File: src/rtl/eda_regional_max_reader.sv
// Regional-maximum result read-out: raster-scans the 1-bit mask and streams {mask,row,col,last}.
// Latency: start edge -> read issued the same cycle -> beat valid two edges after start.
// Backpressure: reads are throttled so FIFO occupancy plus the in-flight read never exceeds 2.

// Small synchronous FIFO with flush. DEPTH must be a power of two so the pointers wrap naturally.
module eda_rmr_fifo #(
  parameter int WIDTH = 8,
  parameter int DEPTH = 2
) (
  input  logic                       clk,
  input  logic                       reset_n,
  input  logic                       flush,
  input  logic                       push,
  input  logic [WIDTH-1:0]           push_data,
  input  logic                       pop,
  output logic [WIDTH-1:0]           pop_data,
  output logic [$clog2(DEPTH+1)-1:0] count,
  output logic                       empty
);
  localparam int PW = $clog2(DEPTH);
  localparam int CW = $clog2(DEPTH+1);

  logic [WIDTH-1:0] mem [DEPTH];
  logic [PW-1:0]    wr_ptr;
  logic [PW-1:0]    rd_ptr;

  // Pointer and occupancy bookkeeping; flush empties the queue in one edge.
  always_ff @(posedge clk or negedge reset_n) begin
    if (!reset_n) begin
      wr_ptr <= '0;
      rd_ptr <= '0;
      count  <= '0;
    end else if (flush) begin
      wr_ptr <= '0;
      rd_ptr <= '0;
      count  <= '0;
    end else begin
      if (push) wr_ptr <= wr_ptr + PW'(1);
      if (pop)  rd_ptr <= rd_ptr + PW'(1);
      count <= count + CW'(push) - CW'(pop);
    end
  end

  // Payload storage needs no reset; contents are only observed while non-empty.
  always_ff @(posedge clk) begin
    if (push && !flush) mem[wr_ptr] <= push_data;
  end

  assign pop_data = mem[rd_ptr];
  assign empty    = (count == '0);
endmodule

module eda_regional_max_reader #(
  parameter int M          = 6,
  parameter int N          = 6,
  parameter int I_WIDTH    = $clog2(M),
  parameter int J_WIDTH    = $clog2(N),
  parameter int ADDR_WIDTH = I_WIDTH + J_WIDTH,
  parameter int CNT_WIDTH  = $clog2(M*N+1)
) (
  input  logic                  clk,
  input  logic                  reset_n,
  input  logic                  start,
  input  logic                  clear,
  output logic                  busy,
  output logic                  done,
  output logic                  mem_rd_en,
  output logic [ADDR_WIDTH-1:0] mem_rd_addr,
  input  logic                  mem_rd_data,
  output logic                  out_valid,
  input  logic                  out_ready,
  output logic                  out_mask,
  output logic [I_WIDTH-1:0]    out_row,
  output logic [J_WIDTH-1:0]    out_col,
  output logic                  out_last,
  output logic [CNT_WIDTH-1:0]  max_count
);
  localparam int DW = 1 + I_WIDTH + J_WIDTH + 1;
  localparam int FIFO_DEPTH = 2;
  localparam logic [CNT_WIDTH-1:0] CNT_MAX = CNT_WIDTH'(M*N);

  typedef enum logic [1:0] {S_IDLE, S_READ, S_DRAIN, S_DONE} state_t;

  state_t             state, state_nxt;
  logic [I_WIDTH-1:0] rd_i;
  logic [J_WIDTH-1:0] rd_j;
  logic               rd_last_addr;
  logic               rd_pend;
  logic [I_WIDTH-1:0] pend_row;
  logic [J_WIDTH-1:0] pend_col;
  logic               pend_last;
  logic [DW-1:0]      head;
  logic [$clog2(FIFO_DEPTH+1)-1:0] fifo_count;
  logic               fifo_empty;
  logic               pop;
  logic               can_issue;
  logic [2:0]         occ_next;
  logic               h_mask, h_last;
  logic [I_WIDTH-1:0] h_row;
  logic [J_WIDTH-1:0] h_col;

  assign rd_last_addr = (rd_i == I_WIDTH'(M-1)) && (rd_j == J_WIDTH'(N-1));
  assign mem_rd_addr  = {rd_i, rd_j};
  assign out_valid    = !fifo_empty;
  assign pop          = out_valid && out_ready;
  assign {h_mask, h_row, h_col, h_last} = head;

  // A new read may go out only if the slot it lands in is guaranteed free when the data returns.
  assign occ_next  = 3'(fifo_count) - 3'(pop) + 3'(rd_pend);
  assign can_issue = (occ_next < 3'(FIFO_DEPTH));

  // Beat fields are forced to zero while the stream is idle.
  assign out_mask = out_valid & h_mask;
  assign out_row  = out_valid ? h_row : '0;
  assign out_col  = out_valid ? h_col : '0;
  assign out_last = out_valid & h_last;

  // State register.
  always_ff @(posedge clk or negedge reset_n) begin
    if (!reset_n) state <= S_IDLE;
    else          state <= state_nxt;
  end

  // Next-state logic; clear dominates everything.
  always_comb begin
    state_nxt = state;
    case (state)
      S_IDLE:  if (start) state_nxt = S_READ;
      S_READ:  if (mem_rd_en && rd_last_addr) state_nxt = S_DRAIN;
      S_DRAIN: if (pop && h_last) state_nxt = S_DONE;
      S_DONE:  state_nxt = S_IDLE;
      default: state_nxt = S_IDLE;
    endcase
    if (clear) state_nxt = S_IDLE;
  end

  // State-decoded outputs.
  always_comb begin
    busy      = (state == S_READ) || (state == S_DRAIN);
    done      = (state == S_DONE);
    mem_rd_en = (state == S_READ) && can_issue && !clear;
  end

  // Raster read pointer: column inner, row outer; returns to (0,0) after the final address.
  always_ff @(posedge clk or negedge reset_n) begin
    if (!reset_n) begin
      rd_i <= '0;
      rd_j <= '0;
    end else if (clear || (state == S_IDLE && start)) begin
      rd_i <= '0;
      rd_j <= '0;
    end else if (mem_rd_en) begin
      if (rd_j == J_WIDTH'(N-1)) begin
        rd_j <= '0;
        rd_i <= rd_last_addr ? '0 : rd_i + I_WIDTH'(1);
      end else begin
        rd_j <= rd_j + J_WIDTH'(1);
      end
    end
  end

  // Coordinate tags ride along with the outstanding read until its data arrives.
  always_ff @(posedge clk or negedge reset_n) begin
    if (!reset_n) begin
      rd_pend   <= 1'b0;
      pend_row  <= '0;
      pend_col  <= '0;
      pend_last <= 1'b0;
    end else begin
      rd_pend <= mem_rd_en && !clear;
      if (mem_rd_en) begin
        pend_row  <= rd_i;
        pend_col  <= rd_j;
        pend_last <= rd_last_addr;
      end
    end
  end

  // Maxima counter: restarts on a new scan or clear, saturates at the pixel count.
  always_ff @(posedge clk or negedge reset_n) begin
    if (!reset_n) begin
      max_count <= '0;
    end else if (clear || (state == S_IDLE && start)) begin
      max_count <= '0;
    end else if (pop && h_mask && (max_count != CNT_MAX)) begin
      max_count <= max_count + CNT_WIDTH'(1);
    end
  end

  eda_rmr_fifo #(.WIDTH(DW), .DEPTH(FIFO_DEPTH)) u_fifo (
    .clk       (clk),
    .reset_n   (reset_n),
    .flush     (clear),
    .push      (rd_pend),
    .push_data ({mem_rd_data, pend_row, pend_col, pend_last}),
    .pop       (pop),
    .pop_data  (head),
    .count     (fifo_count),
    .empty     (fifo_empty)
  );
endmodule
File: config.mk
export PLATFORM = sky130hd
export DESIGN_NAME = eda_regional_max_reader
export DESIGN_NICKNAME = d
export VERILOG_FILES = /design/src/rtl/eda_regional_max_reader.sv
export SDC_FILE = /design/constraint.sdc
export NUM_CORES = 1
export LEC_CHECK = 0
export ABC_AREA = 1
export BUFFER_PORTS_ARGS = -buffer_cell sky130_fd_sc_hd__buf_2
export CAP_MARGIN = 10
export CORE_ASPECT_RATIO = 1.4
export CORE_MARGIN = 2
export CORE_UTILIZATION = 35
export DETAILED_ROUTE_END_ITERATION = 10
export GPL_ROUTABILITY_DRIVEN = 0
export GPL_TIMING_DRIVEN = 0
export PLACE_DENSITY = 0.63
export SYNTH_ARGS = -nofsm -noshare
export SYNTH_HDL_FRONTEND = slang
export SYNTH_SLANG_ARGS = --single-unit
File: constraint.sdc
create_clock -name clk -period 7.3 [get_ports clk]
set_clock_uncertainty 0.1 [all_clocks]
set_input_delay 0.73 -clock clk [delete_from_list [all_inputs] [get_ports clk]]
set_output_delay 0.73 -clock clk [all_outputs]
set_load 0.05 [all_outputs]
# == Word-level counts from Yosys, hierarchy flattened ==
# Memories as Yosys holds them, arrays and structs flattened.
# Cells that the tools add are included.
# word_totals
register_bits,26
ram_bits,16
wordCells,80
mem_count,1
# memory_table
memory,depth,width,rd,rd_clocked_by_memory_dff,write_ports,line_no,source
u_fifo.mem,2,8,1,0,1,23,logic [WIDTH-1:0] mem [DEPTH];
# classes
addsub,9
magnitude_cmp,1
n_eq_ne,9
n_mux,23
bitwise,2
reduce_logical,24
# op_table
op,count
two-way mux 3 bit,9
two-way mux 6 bit,2
logical AND 1 bit,11
two-way mux 2 bit,5
nonzero test 2 bit,5
!= test 3 bit (second input constant),3
case mux 2 bit (4 select lines),1
adder 3 x 1 -> 3 bit (second input constant),2
adder 6 x 1 -> 6 bit (second input constant),1
equality test 3 bit (second input constant),2
two-way mux 1 bit,6
!= test 6 bit (second input constant),1
equality test 2 bit (second input constant),2
logical NOT 2 bit,2
adder 3 x 1 -> 3 bit,1
less-than comparator 3 x 2 -> 1 bit (second input constant),1
AND reduction 3 bit,1
subtractor 2 x 1 -> 3 bit,1
adder 1 bit (second input constant),2
adder 2 x 1 -> 2 bit,1
bitwise AND 1 bit,2
equality test 2 x 1 -> 1 bit (second input constant),1
logical NOT 1 bit,2
logical OR 1 bit,2
other kinds (2),2

# == Depth between registers and ports, before layout ==
# depth
depth_word,12
mapped_depth,14
mapped_depth_nobuf,14

# == Hierarchy ==
# From an unflattened synthesis, not the netlist that was laid out.
# unflattened
cells_unflattened,225
hier_area_um2,2178.3
# by_module_without_submodules
mod,instances,cells_per_inst,area_per_inst_um2,seq_area_each_um2
eda_regional_max_reader,1,172,1345.0,550.5
eda_rmr_fifo,1,53,833.3,580.6

# == Least setup slack after synthesis ==
# OpenSTA, ideal clock, no wires.
# synth_timing
path_type,input to output
start,input out_ready
end,output mem_rd_en
arrival_ns,2.502
required_time_ns,6.470
slack_ns,3.968
path_stages,11
path_buffers,0
cell_sequence,inv_1 > nor2_2 > ha_1 > inv_1 > ha_1 > inv_1 > fa_1 > nand2_2 > nor2_4 > nand2_2 > inv_1
# synth_via
elab_chain_len,6
# synth_lines
item,line_no,source
"start, declared",71,"input logic out_ready,"
logical AND 1 bit,105,assign pop = out_valid && out_ready;
subtractor 2 x 1 -> 3 bit,109,assign occ_next = 3'(fifo_count) - 3'(pop) + 3'(rd_pend);
adder 3 x 1 -> 3 bit,109,
less-than comparator 3 x 2 -> 1 bit,110,assign can_issue = (occ_next < 3'(FIFO_DEPTH));
logical AND 1 bit (2 in a row),141,mem_rd_en = (state == S_READ) && can_issue && !clear;
"end, declared",67,"output logic mem_rd_en,"
# No other way between the ends.

# == Worst setup path in the final report ==
# layout_timing
start,register u_fifo.count[1]
end,output mem_rd_en
# layout_via
elab_chain_len,8
# layout_lines
item,line_no,source
"start, declared",17,"output logic [$clog2(DEPTH+1)-1:0] count,"
"start signal, assigned",40,count <= count + CW'(push) - CW'(pop);
logical NOT 2 bit,50,assign empty = (count == '0);
logical NOT 1 bit,104,assign out_valid = !fifo_empty;
logical AND 1 bit,105,
subtractor 2 x 1 -> 3 bit *,109,
adder 3 x 1 -> 3 bit *,109,
less-than comparator 3 x 2 -> 1 bit *,110,
logical AND 1 bit * (2 in a row),141,
# Mark *: on every way between the ends. The rest lies on a longest branch, timed or not.

==> metrics.cfg <==
[outcome]
run_status=finished clean

[yosys]
synth-async-reset-ratio=0.619
ys_seq_area_frac=0.533
synth-main-ff-cell=dfrtp_1
ys_types=29
synth_warnings=0
synth_top_cells_by_area=dfrtp_1 (31%), edfxtp_1 (23%), nand2_1 (10%)
syn_area_mm2=0.00212
synth_cells=223
synth_edf_count=16
yosys.area.top_type=dfrtp_1
synth.most_common_cell=nand2_1
ys_seq_elements=42
syn_area_per_cell_um2=9.52
syn_nets=240
synth_top_area_frac=0.306
synth_common_cells=nand2_1 (59), inv_1 (29), dfrtp_1 (26)

[setup_path]
crit_path_top_delay_cell=dfrtp_1
critPathCaptureType=output pin
crit_type=flip-flop to output pin
worstPathRequired_ps=6470
path_cells=nor2_4 -> nor2_2 -> ha_1 -> inv_1 -> ha_1 -> inv_1 -> fa_1 -> xnor2_1 -> nand2_2 -> inv_1 -> buf_2
crit_buf_inv=4
crit_path_frequent_cell=inv_1
max_stage_delay_ps=450
cp.arrival_ps=2960
path_max_fanout=10
startpoint_type=flip-flop
critPathTopFamily=adder cells

[floorplanning]
fp.dieH_um=96.2
die-area_mm2=0.00671
initial_core_util=0.362
fp-row-count=33
coreArea_mm2=0.00586
io_pins=30
die_x_um=69.8

[cells_and_area]
drive_gt1_frac=0.239
area_growth_pct=14.7
stdcell_count=329
n_fill_cell=602
final_nets=275
antenna-diode-count=0

[clock_tree]
ctsHtreeMaxLevel=2
ctsResizeCount=0
clkTransAtPathRegs_ps=80
clockRootBuffer=clkbuf_8
cts_tree=done
cts_buffer_depth=2
cts_sinks=42
worstSkewPairLatency_ps=290
cts_hold_buf=0
cts_setup_buffers=0
cts-buffers-inserted=5

[detailed_routing]
drc_errors=0
dr_total_vias=1518
via_per_inst=4.61
ant_nets=0
detail_route.wirelength_um=3840
firstDrtPassIters=4
wl_per_cell_um=11.7
drt_iter0_drc=41

[timing]
setup_viol=0
tightestPinTransition_ps=713
fin_crit_ps=3790
min_period_over_period=0.519
rsz0062_at_grt=false
fmax_ghz=0.264
relSlewSlack=0.523
maxSlewViolCount=0
tns_ps=0
final_hold_viol_count=0

[global_routing]
gr-total-overflow=0
grt_pass1_vias=1501
grtUsageTotal=0.127
grt_pass1_wl_um=6820
antenna_found_initial=0
grt_max_degree=27

[pwr]
internal_power_mw=0.467
seqPwrFrac=0.371
irDropWorstVdd_mv=0.102
clockPowerShare=0.165
p_comb_frac=0.464
p_leak_nw=1.18
p_sw_mw=0.406
cellPowerDensity_mw_per_mm2=358
power_mw=0.873
switching_share=0.465

[run]
maxCapViolations=0

[place]
hpwl_um=2890
place_inst=321
io_buffers=28

[min_path]
hp-class=primary input to asynchronous set/reset pin

[state kept, by name, summed over array words and instances (netlist names)]
| name | count |
|---|---|
| pend_col | 3 |
| state | 2 |
| rd_j | 3 |
| rd_i | 3 |
| pend_last | 1 |
| u_fifo.count | 2 |
| u_fifo.mem | 16 |
| u_fifo.wr_ptr | 1 |
| max_count | 6 |
| rd_pend | 1 |
| u_fifo.rd_ptr | 1 |
| pend_row | 3 |
[path summary, 6_finish.rpt]
check | depth (start not counted) | slack (ps) | endpoint | startpoint
setup / recovery | 11 | 3510 | mem_rd_en | u_fifo.count[1]
hold reg to reg | 0 | 380 | u_fifo.mem[0][1] | pend_col[0]
max in group asynchronous | 1 | 6360 | u_fifo.count[1] | reset_n
hold / removal | 1 | 340 | rd_i[1] | reset_n
min in group clk | 0 | 380 | u_fifo.mem[0][1] | pend_col[0]
setup reg to reg | 13 | 4560 | rd_i[2] | u_fifo.count[1]
[power by group through the flow]
stage | sequential [mW] | clock [mW] | combinational (mW)
after floorplan | 0.350 | 0 | 0.304
after global placement | 0.328 | 0 | 0.406
after detailed placement | 0.330 | 0 | 0.412
after CTS | 0.325 | 0.148 | 0.413
after global routing | 0.331 | 0.158 | 0.452
final | 0.324 | 0.144 | 0.405
[layout make-up]
cell class / count / area [um^2] / share of cell area
clock buffers: 5 / 68.8 / 0.0282
flip-flops and latches: 42 / 1130 / 0.464
clock inverters: 3 / 16.3 / 0.00668
inverters: 32 / 123 / 0.0503
plain buffers: 4 / 41.3 / 0.0169
repair buffers: 28 / 140 / 0.0575
well taps: 70 / 87.6 / 0.0360
multi-input cells: 145 / 828 / 0.340
[worst reg2reg max path: cells and delay by family (launching register included)]
family / cells / cell delay [ps]
and+or+nand+nor: 6 / 860
adders and majority gates: 3 / 770
DFF: 1 / 450
buffers and inverters: 2 / 100
AOI/OAI and AO/OA: 1 / 50
xor gates and xnor gates: 1 / 300
[through the flow]
step | setup WS [ps] | utilization | hold slack [ps] | area, um^2
floorplan | 3970 | - | 334 | 2120
global placement | 3610 | 0.401 | 350 | 2350
detailed placement | 3620 | 0.401 | 362 | 2350
CTS | 3440 | 0.415 | 364 | 2440
global route | 3230 | 0.415 | 386 | 2440
finish | 3510 | 0.415 | 345 | 2440
[kinds of logic after synthesis]
kind of cell | after synthesis | synth area share
simple gates | 101 | 0.214
flops | 42 | 0.533
buf+inv | 36 | 0.0772
compound gates | 28 | 0.0872
fa+ha+maj | 11 | 0.0684
xor+xnor | 5 | 0.0206
[cells in the final DEF, fill, tap and decap left out, types with 4 or more instances in the layout]
master     n
a21oi_1    9
buf_2     28
clkbuf_8   5
dfrtp_1   26
edfxtp_1  16
ha_1      10
inv_1     29
nand2_1   59
nand3_1   12
nor2_1    15
o21ai_0    4
o21ai_1    4
o21ai_2    8
xor2_1     4
[layer usage]
metal / track usage / up-vias / share of wire
met3: 0.0293 / 5 / 0.061
met2: 0.237 / 33 / 0.51
met1: 0.140 / 697 / 0.41
li1: - / 783 / -
met4: 0.0513 / 0 / 0.015
met5: 0 / - / 0
No activity file was read; power rests on OpenSTA's default activity.
